### src/rtl/mem_pkg.sv
// Shared definitions for the 4-port time-sliced memory controller, its port
// masters and their benches.
package mem_pkg;

  localparam int ADDR_W    = 7;
  localparam int DATA_W    = 8;
  localparam int NUM_PORTS = 4;
  localparam int SLOT_W    = 2;

  typedef enum logic [2:0] {
    ST_IDLE      = 3'd0,
    ST_WAIT_SLOT = 3'd1,
    ST_ACCESS    = 3'd2,
    ST_CAPTURE   = 3'd3,
    ST_RESP      = 3'd4
  } mp_state_t;

endpackage

### src/rtl/mem_port_master.sv
// Initiator for one controller port: takes a single client request, waits for
// this port's slot, strobes the port once and returns the response.
module mem_port_master #(
  parameter int PORT_ID = 0,
  parameter int ADDR_W  = mem_pkg::ADDR_W,
  parameter int DATA_W  = mem_pkg::DATA_W,
  parameter int TIMEOUT = 16
) (
  input  logic                       clk,
  input  logic                       reset,
  input  logic                       req_valid,
  output logic                       req_ready,
  input  logic                       req_write,
  input  logic [ADDR_W-1:0]          req_addr,
  input  logic [DATA_W-1:0]          req_wdata,
  output logic                       rsp_valid,
  input  logic                       rsp_ready,
  output logic [DATA_W-1:0]          rsp_rdata,
  output logic                       rsp_err,
  input  logic [mem_pkg::SLOT_W-1:0] slot,
  output logic                       mem_en,
  output logic                       mem_read,
  output logic                       mem_write,
  output logic [ADDR_W-1:0]          mem_address,
  output logic [DATA_W-1:0]          mem_input_data,
  input  logic [DATA_W-1:0]          mem_output_data
);
  import mem_pkg::*;

  localparam int TMR_W = (TIMEOUT > 0) ? $clog2(TIMEOUT + 1) : 1;
  localparam logic [TMR_W-1:0]  TMR_LAST = TMR_W'((TIMEOUT > 0) ? TIMEOUT - 1 : 0);
  localparam logic [TMR_W-1:0]  TMR_MAX  = '1;
  localparam logic [SLOT_W-1:0] MY_SLOT  = SLOT_W'(PORT_ID);

  mp_state_t         state_q, state_d;
  logic [TMR_W-1:0]  timer_q, timer_d;
  logic              op_wr_q, op_wr_d;
  logic              en_d, rd_d, wr_d, vld_d, err_d;
  logic [ADDR_W-1:0] addr_d;
  logic [DATA_W-1:0] wdat_d, rdata_d;
  logic              slot_hit;

  assign req_ready = (state_q == ST_IDLE);
  assign slot_hit  = (slot == MY_SLOT);

  // Next values for every register; strobes default low so they last one cycle.
  always_comb begin
    state_d = state_q;
    timer_d = timer_q;
    op_wr_d = op_wr_q;
    en_d    = mem_en;
    rd_d    = 1'b0;
    wr_d    = 1'b0;
    addr_d  = mem_address;
    wdat_d  = mem_input_data;
    vld_d   = rsp_valid;
    rdata_d = rsp_rdata;
    err_d   = rsp_err;
    case (state_q)
      ST_IDLE: begin
        if (req_valid && req_ready) begin
          state_d = ST_WAIT_SLOT;
          timer_d = '0;
          op_wr_d = req_write;
          addr_d  = req_addr;
          wdat_d  = req_wdata;
          en_d    = 1'b1;
          rdata_d = '0;
          err_d   = 1'b0;
        end
      end
      ST_WAIT_SLOT: begin
        if (slot_hit) begin
          state_d = ST_ACCESS;
          rd_d    = !op_wr_q;
          wr_d    = op_wr_q;
        end else begin
          if (TIMEOUT != 0 && timer_q == TMR_LAST) begin
            state_d = ST_RESP;
            en_d    = 1'b0;
            err_d   = 1'b1;
            rdata_d = '0;
          end
          if (timer_q != TMR_MAX) timer_d = timer_q + 1'b1;
        end
      end
      ST_ACCESS: begin
        // Slot moved away while strobing: the controller never saw it, retry.
        if (!slot_hit) begin
          state_d = ST_WAIT_SLOT;
        end else if (op_wr_q) begin
          state_d = ST_RESP;
          en_d    = 1'b0;
        end else begin
          state_d = ST_CAPTURE;
        end
      end
      ST_CAPTURE: begin
        rdata_d = mem_output_data;
        state_d = ST_RESP;
        en_d    = 1'b0;
      end
      ST_RESP: begin
        if (rsp_valid && rsp_ready) begin
          state_d = ST_IDLE;
          vld_d   = 1'b0;
        end else begin
          vld_d   = 1'b1;
        end
      end
      default: state_d = ST_IDLE;
    endcase
  end

  always_ff @(posedge clk or posedge reset) begin
    if (reset) begin
      state_q        <= ST_IDLE;
      timer_q        <= '0;
      op_wr_q        <= 1'b0;
      mem_en         <= 1'b0;
      mem_read       <= 1'b0;
      mem_write      <= 1'b0;
      mem_address    <= '0;
      mem_input_data <= '0;
      rsp_valid      <= 1'b0;
      rsp_rdata      <= '0;
      rsp_err        <= 1'b0;
    end else begin
      state_q        <= state_d;
      timer_q        <= timer_d;
      op_wr_q        <= op_wr_d;
      mem_en         <= en_d;
      mem_read       <= rd_d;
      mem_write      <= wr_d;
      mem_address    <= addr_d;
      mem_input_data <= wdat_d;
      rsp_valid      <= vld_d;
      rsp_rdata      <= rdata_d;
      rsp_err        <= err_d;
    end
  end

endmodule

### config.mk
export PLATFORM = sky130hd
export DESIGN_NAME = mem_port_master
export DESIGN_NICKNAME = d
export VERILOG_FILES = /design/src/rtl/mem_pkg.sv /design/src/rtl/mem_port_master.sv
export SDC_FILE = /design/constraint.sdc
export NUM_CORES = 1
export LEC_CHECK = 0
export ABC_CLOCK_PERIOD_IN_PS = 4800
export CORE_MARGIN = 2
export CORE_UTILIZATION = 48
export DETAILED_ROUTE_END_ITERATION = 16
export HOLD_SLACK_MARGIN = 0.1
export PLACE_DENSITY = 0.91
export SETUP_SLACK_MARGIN = 0.4
export SLEW_MARGIN = 10
export SYNTH_ARGS = -nofsm -noshare
export SYNTH_HDL_FRONTEND = slang
export SYNTH_SLANG_ARGS = --single-unit
### constraint.sdc
create_clock -name clk -period 4.8 [get_ports clk]
set_clock_uncertainty 0.1 [all_clocks]
set_input_delay 0.96 -clock clk [delete_from_list [all_inputs] [get_ports clk]]
set_output_delay 0.96 -clock clk [all_outputs]
set_load 0.02 [all_outputs]
==> impl_metrics.csv, run 1 <==
group,metric,value,unit
detailed_routing,vias_per_cell,5.23,
synthesis,syn_area_per_cell,11.4,um^2
sta,worst-slew-pin-transition,0.930,ns
worst_setup_path,crit_type,"reg -> out",
final_layout,drive_gt1_share,13.0,%
clock_tree,clk_latency,0.33,ns
clock_tree,cts_tree,"done",
synthesis,synth-main-ff-cell,"dfrtp_1",
pwr,vdd_drop_max,0.000422,V
clock_tree,holdBufCountCts,0,
sta,timing.final.hold_violations,0,
final_layout,synthToLayoutAreaGrowth,39.3,%
pwr,power_density,566,nW/um^2
clock_tree,cts.sinks,37,
final_layout,stdcell_area,2330,um^2
place,io_buffers,58,
pwr,design_power_total,1320,uW
worst_setup_path,timing.rr.start,"state_q[0]",
final_layout,fin_nets,240,
floorplanning,die_h,63.1,um
final_layout,finalCoreUtilization,69.9,%
sta,max_freq,361,MHz
flow_run,max_cap_violations,0,
place,placed_area,2280,um^2
worst_setup_path,required,3.74,ns
clock_tree,cts_root_buf,"clkbuf_4",
sta,setup_tns,0,ns
sta,fin_crit_sh,57.6,%
sta,rsz0062_at_grt,"false",
worst_setup_path,reg2regPathDepth,3,
worst_setup_path,critical-path-max-stage-delay,0.64,ns
global_routing,grt-ovfl-total,0,
clock_tree,cts_made_buffers,5,
synthesis,synth_edf_count,0,
pwr,p_leak,0.000983,uW
hold_path,holdPathEnd,"mem_read",
global_routing,antenna_found_initial,0,
floorplanning,die_area,3980,um^2
sta,layout_min_cycle_time,2.77,ns
place,placed_cells,246,
clock_tree,postCtsSetupBuffers,0,
floorplanning,initial_core_util,50.2,%
floorplanning,core-area,3340,um^2
detailed_routing,firstDrtPassIters,4,
sta,report.final.setup_viol,0,
synthesis,synth_area,1670,um^2
synthesis,ys_warn_count,0,
worst_setup_path,path_cells,"nor3_1 > clkdlybuf4s50_1",
hold_path,hold_depth,1,
place,place.gp.congestion,0.756,
detailed_routing,ant_nets,0,
global_routing,grt_max_degree,38,
floorplanning,io_pins,59,
detailed_routing,drc_errors,0,
detailed_routing,wirelength,3650,um
hold_path,hold_path_class,"reg -> reg",
clock_tree,cts_max_level,2,
sta,slew_headroom,37.8,%
detailed_routing,wl_per_cell,14.4,um
synthesis,synth_nets,180,
synthesis,synthArstFlopShare,100,%
synthesis,synth_cell_types,36,
clock_tree,cts_resized,0,
global_routing,grt_pass1_wl,6280,um
detailed_routing,num_vias,1328,
place,hpwl,2710,um
sta,final-max-slew-violation-count,0,
synthesis,synthCells,147,
worst_setup_path,cp-start-kind,"register",
final_layout,antenna_cells,0,
synthesis,ys_seq_area_share,55.3,%
worst_setup_path,arrival,1.71,ns
clock_tree,clk_pin_slew,0.10,ns
final_layout,final_cells,254,
outcome,status,"completed",
worst_setup_path,cp_slowest_cell,"clkdlybuf4s50_1",
floorplanning,die_w,63.1,um
global_routing,track_usage,20.1,%
worst_setup_path,critPathMaxFanout,14,
floorplanning,row_count,21,
detailed_routing,drtIter0Drc,66,
hold_path,min-delay-start,"op_wr_q",
worst_setup_path,cp-end-kind,"output pin",
worst_setup_path,r2r_slack,2.68,ns
synthesis,synth_seq_cells,37,
clock_tree,cts.path.max_buffers,2,
worst_setup_path,timing.rr.end,"mem_input_data[5]",
global_routing,grt_pass1_vias,1410,
==> report_power, final <==
part	total, uW	switching, uW	leakage, uW	internal [uW]
Sequential	523	98.1	0.000471	425
Clock	151	92.6	0.0000265	58.4
Combinational	647	315	0.000485	332
Total	1320	506	0.000983	815
==> routing by layer <==
layer,wire [um],track usage (%),up-vias
li1,-,-,651
met1,1540,23.6,646
met2,1890,35.2,29
met3,187,7.50,2
met4,24,4.17,0
met5,0,0,-
==> placed cells by master (no fill, tap or decap), drive strengths merged, types with 3 or more instances in the layout <==
master / synthesis / layout
clkdlybuf4s50: 0 / 58
dfrtp: 37 / 37
nand2: 18 / 18
o21ai: 16 / 16
mux2: 15 / 15
a22oi: 8 / 8
clkbuf: 2 / 8
nor2: 7 / 7
inv: 6 / 6
nor3: 5 / 5
a21oi: 4 / 4
ha: 3 / 3
==> cells in the mapped netlist, types with 2 or more instances <==
master	n	area share, %
buf_2	2	0.60
inv_1	5	1.1
o211ai_1	2	0.90
nand2_1	18	4.0
nor3_1	4	1.2
o21ai_0	16	4.8
ha_1	3	2.2
nand3_1	2	0.60
dfrtp_1	37	55
mux2_2	9	6.1
a22oi_1	8	3.6
nor2_1	6	1.3
and3_1	2	0.75
o31ai_1	2	0.90
mux2_4	6	5.4
clkbuf_1	2	0.45
a21oi_1	4	1.2
==> cells by family (layout without fill, tap and decap cells) <==
group | Yosys count | in the layout | share of synthesized area (%)
AO/OA/AOI/OAI | 38 | 38 | 14.4
adder cells (fa/ha/maj) | 3 | 3 | 2.24
buffers and inverters | 12 | 73 | 3.51
flip-flops | 37 | 37 | 55.3
multiplexers | 16 | 16 | 12.0
AND/OR/NAND/NOR | 41 | 41 | 12.6
==> critical path: cells and delay by family (launching register included) <==
| family | cells | cell delay, ns |
|---|---|---|
| buffers and inverters | 1 | 0.64 |
| flip-flops | 1 | 0.54 |
| AND/OR/NAND/NOR | 1 | 0.19 |
==> sequential cells by signal, indices dropped and copies added, names as in the netlist <==
signal	cells
rsp_rdata	8
mem_write	1
op_wr_q	1
mem_input_data	8
rsp_valid	1
timer_q	5
rsp_err	1
mem_address	7
mem_read	1
state_q	3
mem_en	1
==> final cells by class <==
class | instances | area, um^2
Multi-Input combinational cell | 98 | 689
Fill cell | 263 | 1000
Clock buffer | 8 | 48.8
Sequential cell | 37 | 926
Timing Repair Buffer | 59 | 588
Inverter | 6 | 22.5
Tap cell | 46 | 57.6
==> through the flow <==
stage | worst slack, ns | hold WS, ns
finish | 2.03 | 0.387
detailed placement | 1.84 | 0.378
CTS | 2.01 | 0.389
global placement | 1.87 | 0.362
floorplan | 2.72 | 0.346
global route | 1.89 | 0.416
==> worst max path at each step <==
stage	to	start	cells past startpoint
floorplan	req_ready	state_q[0]	2
global placement	mem_input_data[5]	req_valid	4
detailed placement	mem_input_data[5]	req_valid	4
CTS	req_ready	state_q[2]	2
global route	req_ready	state_q[2]	2
finish	req_ready	state_q[0]	2
Note: power is estimated with default switching activity, not from simulation.
==> run 2, diff against run 1 <==
Settings changed: ABC_CLOCK_PERIOD_IN_PS 4800 to 2900, CORE_UTILIZATION 48 to 44, PLACE_DENSITY 0.91 to 0.84.
Clock period 4.8 ns to 2.9 ns, I/O delays scaled along.
==> run 2 against run 1 <==
Compared with the run above:
- worst setup slack lost 1.5 ns
- clock power rose to 3.6 times the previous value
- combinational power increased by 67%
==> impl_metrics.csv, run 2 (same netlist as run 1, synthesis figures left out) <==
group,metric,value,unit
outcome,status,"completed",
final_layout,drive_gt1_share,14.8,%
clock_tree,clk_pin_slew,0.08,ns
clock_tree,holdBufCountCts,0,
detailed_routing,ant_nets,0,
clock_tree,cts.sinks,37,
sta,report.final.setup_viol,0,
clock_tree,postCtsSetupBuffers,0,
place,hpwl,2570,um
final_layout,finalCoreUtilization,66.7,%
pwr,p_leak,0.00103,uW
sta,fin_crit_sh,81.2,%
final_layout,final_cell_mix,"58 x clkdlybuf4s50_1, 37 x dfrtp_1, 18 x nand2_1",
final_layout,final_cells,257,
worst_setup_path,critical-path-max-stage-delay,0.63,ns
floorplanning,die_area,4310,um^2
final_layout,nFillCells,298,
floorplanning,die_h,65.7,um
clock_tree,cts_max_level,2,
place,placed_cells,249,
final_layout,mostFrequentLayoutCell,"clkdlybuf4s50_1",
flow_run,max_cap_violations,0,
worst_setup_path,arrival,1.67,ns
sta,fin_hold_ws,0.369,ns
place,place.gp.congestion,0.860,
sta,timing.final.hold_violations,0,
clock_tree,cts.path.max_buffers,2,
detailed_routing,vias_per_cell,5.26,
detailed_routing,wirelength,3730,um
floorplanning,die_w,65.7,um
pwr,vdd_drop_max,0.000524,V
detailed_routing,firstDrtPassIters,6,
worst_setup_path,cp_slowest_cell,"clkdlybuf4s50_1",
worst_setup_path,critPathMaxFanout,10,
worst_setup_path,crit_buf_inv,1,
worst_setup_path,cp-start-kind,"register",
global_routing,track_usage,19.4,%
global_routing,antenna_found_initial,0,
final_layout,synthToLayoutAreaGrowth,46.0,%
detailed_routing,drtIter0Drc,86,
detailed_routing,wl_per_cell,14.5,um
clock_tree,clk_latency,0.29,ns
global_routing,grt_pass1_wl,6150,um
worst_setup_path,path_delay_family,"buffers and inverters",
final_layout,fin_nets,241,
sta,layout_min_cycle_time,2.35,ns
clock_tree,cts_root_buf,"clkbuf_8",
detailed_routing,num_vias,1353,
global_routing,grt-ovfl-total,0,
place,io_buffers,58,
floorplanning,core-area,3660,um^2
worst_setup_path,cp-end-kind,"output pin",
clock_tree,cts_made_buffers,5,
worst_setup_path,path_cells,"nor3_1 > clkdlybuf4s50_1",
pwr,design_power_total,2490,uW
global_routing,grt_pass1_vias,1277,
floorplanning,io_pins,59,
detailed_routing,drc_errors,0,
clock_tree,cts_tree,"done",
floorplanning,row_count,22,
final_layout,reg.largest.list,"mem_input_data x8, rsp_rdata x8, mem_address x7",
floorplanning,initial_core_util,45.7,%
worst_setup_path,required,2.22,ns
sta,final-max-slew-violation-count,0,
worst_setup_path,crit_type,"reg -> out",
sta,max_freq,425,MHz
clock_tree,cts_resized,0,
sta,rsz0062_at_grt,"false",
sta,setup_tns,0,ns
global_routing,grt_max_degree,25,
final_layout,antenna_cells,0,
pwr,power_density,1020,nW/um^2
sta,worst-slew-pin-transition,0.616,ns
sta,slew_headroom,58.5,%
hold_path,hold_path_class,"reg -> reg",
==> run 2: cell types whose count changed in the layout (fill, tap and decap cells not counted), sizes merged <==
cell / delta
buf: +1
bufinv: +2
clkbuf: -3
inv: +1
==> run 2: path summary, 6_finish.rpt <==
path,from,endpoint,slack (ns),cells after the start
max reg2reg,timer_q[0],mem_en,0.92,7
max in group asynchronous,reset,state_q[1],1.63,3
max,state_q[2],req_ready,0.55,2
min,op_wr_q,mem_read,0.37,1
min in group asynchronous,reset,mem_input_data[3],0.54,2
min reg2reg,op_wr_q,mem_read,0.37,1
==> run 2: per-stage QoR <==
| stage | setup WS (ns) | instance area (um^2) |
|---|---|---|
| 2_1_floorplan | 1.14 | 1670 |
| 3_3_place_gp | 0.726 | 2310 |
| 3_5_place_dp | 0.686 | 2310 |
| 4_1_cts | 0.522 | 2440 |
| 5_1_grt | 0.426 | 2440 |
| 6_report | 0.546 | 2440 |
==> run 2: routing by layer <==
layer / share of wire [%] / routed length (um) / GRT usage [%]
met1: 44 / 1640 / 25.5
met2: 48 / 1800 / 29.5
met3: 5.4 / 201 / 5.31
met4: 2.4 / 88 / 9.38
met5: 0 / 0 / 0
==> run 2: where the power goes <==
group          internal, uW  switching [uW]  total [uW]
clock network           346             192         538
registers               704             165         869
logic                   555             525        1080
total                  1610             882        2490
==> run 2: final cells by class <==
| type | count | area, um^2 | area share, % |
|---|---|---|---|
| Clock buffer | 5 | 68.8 | 2.82 |
| Clock inverter | 3 | 68.8 | 2.82 |
| Inverter | 6 | 22.5 | 0.922 |
| Multi-Input combinational cell | 98 | 689 | 28.2 |
| Sequential cell | 37 | 926 | 37.9 |
| Tap cell | 48 | 60.1 | 2.46 |
| Timing Repair Buffer | 60 | 608 | 24.9 |
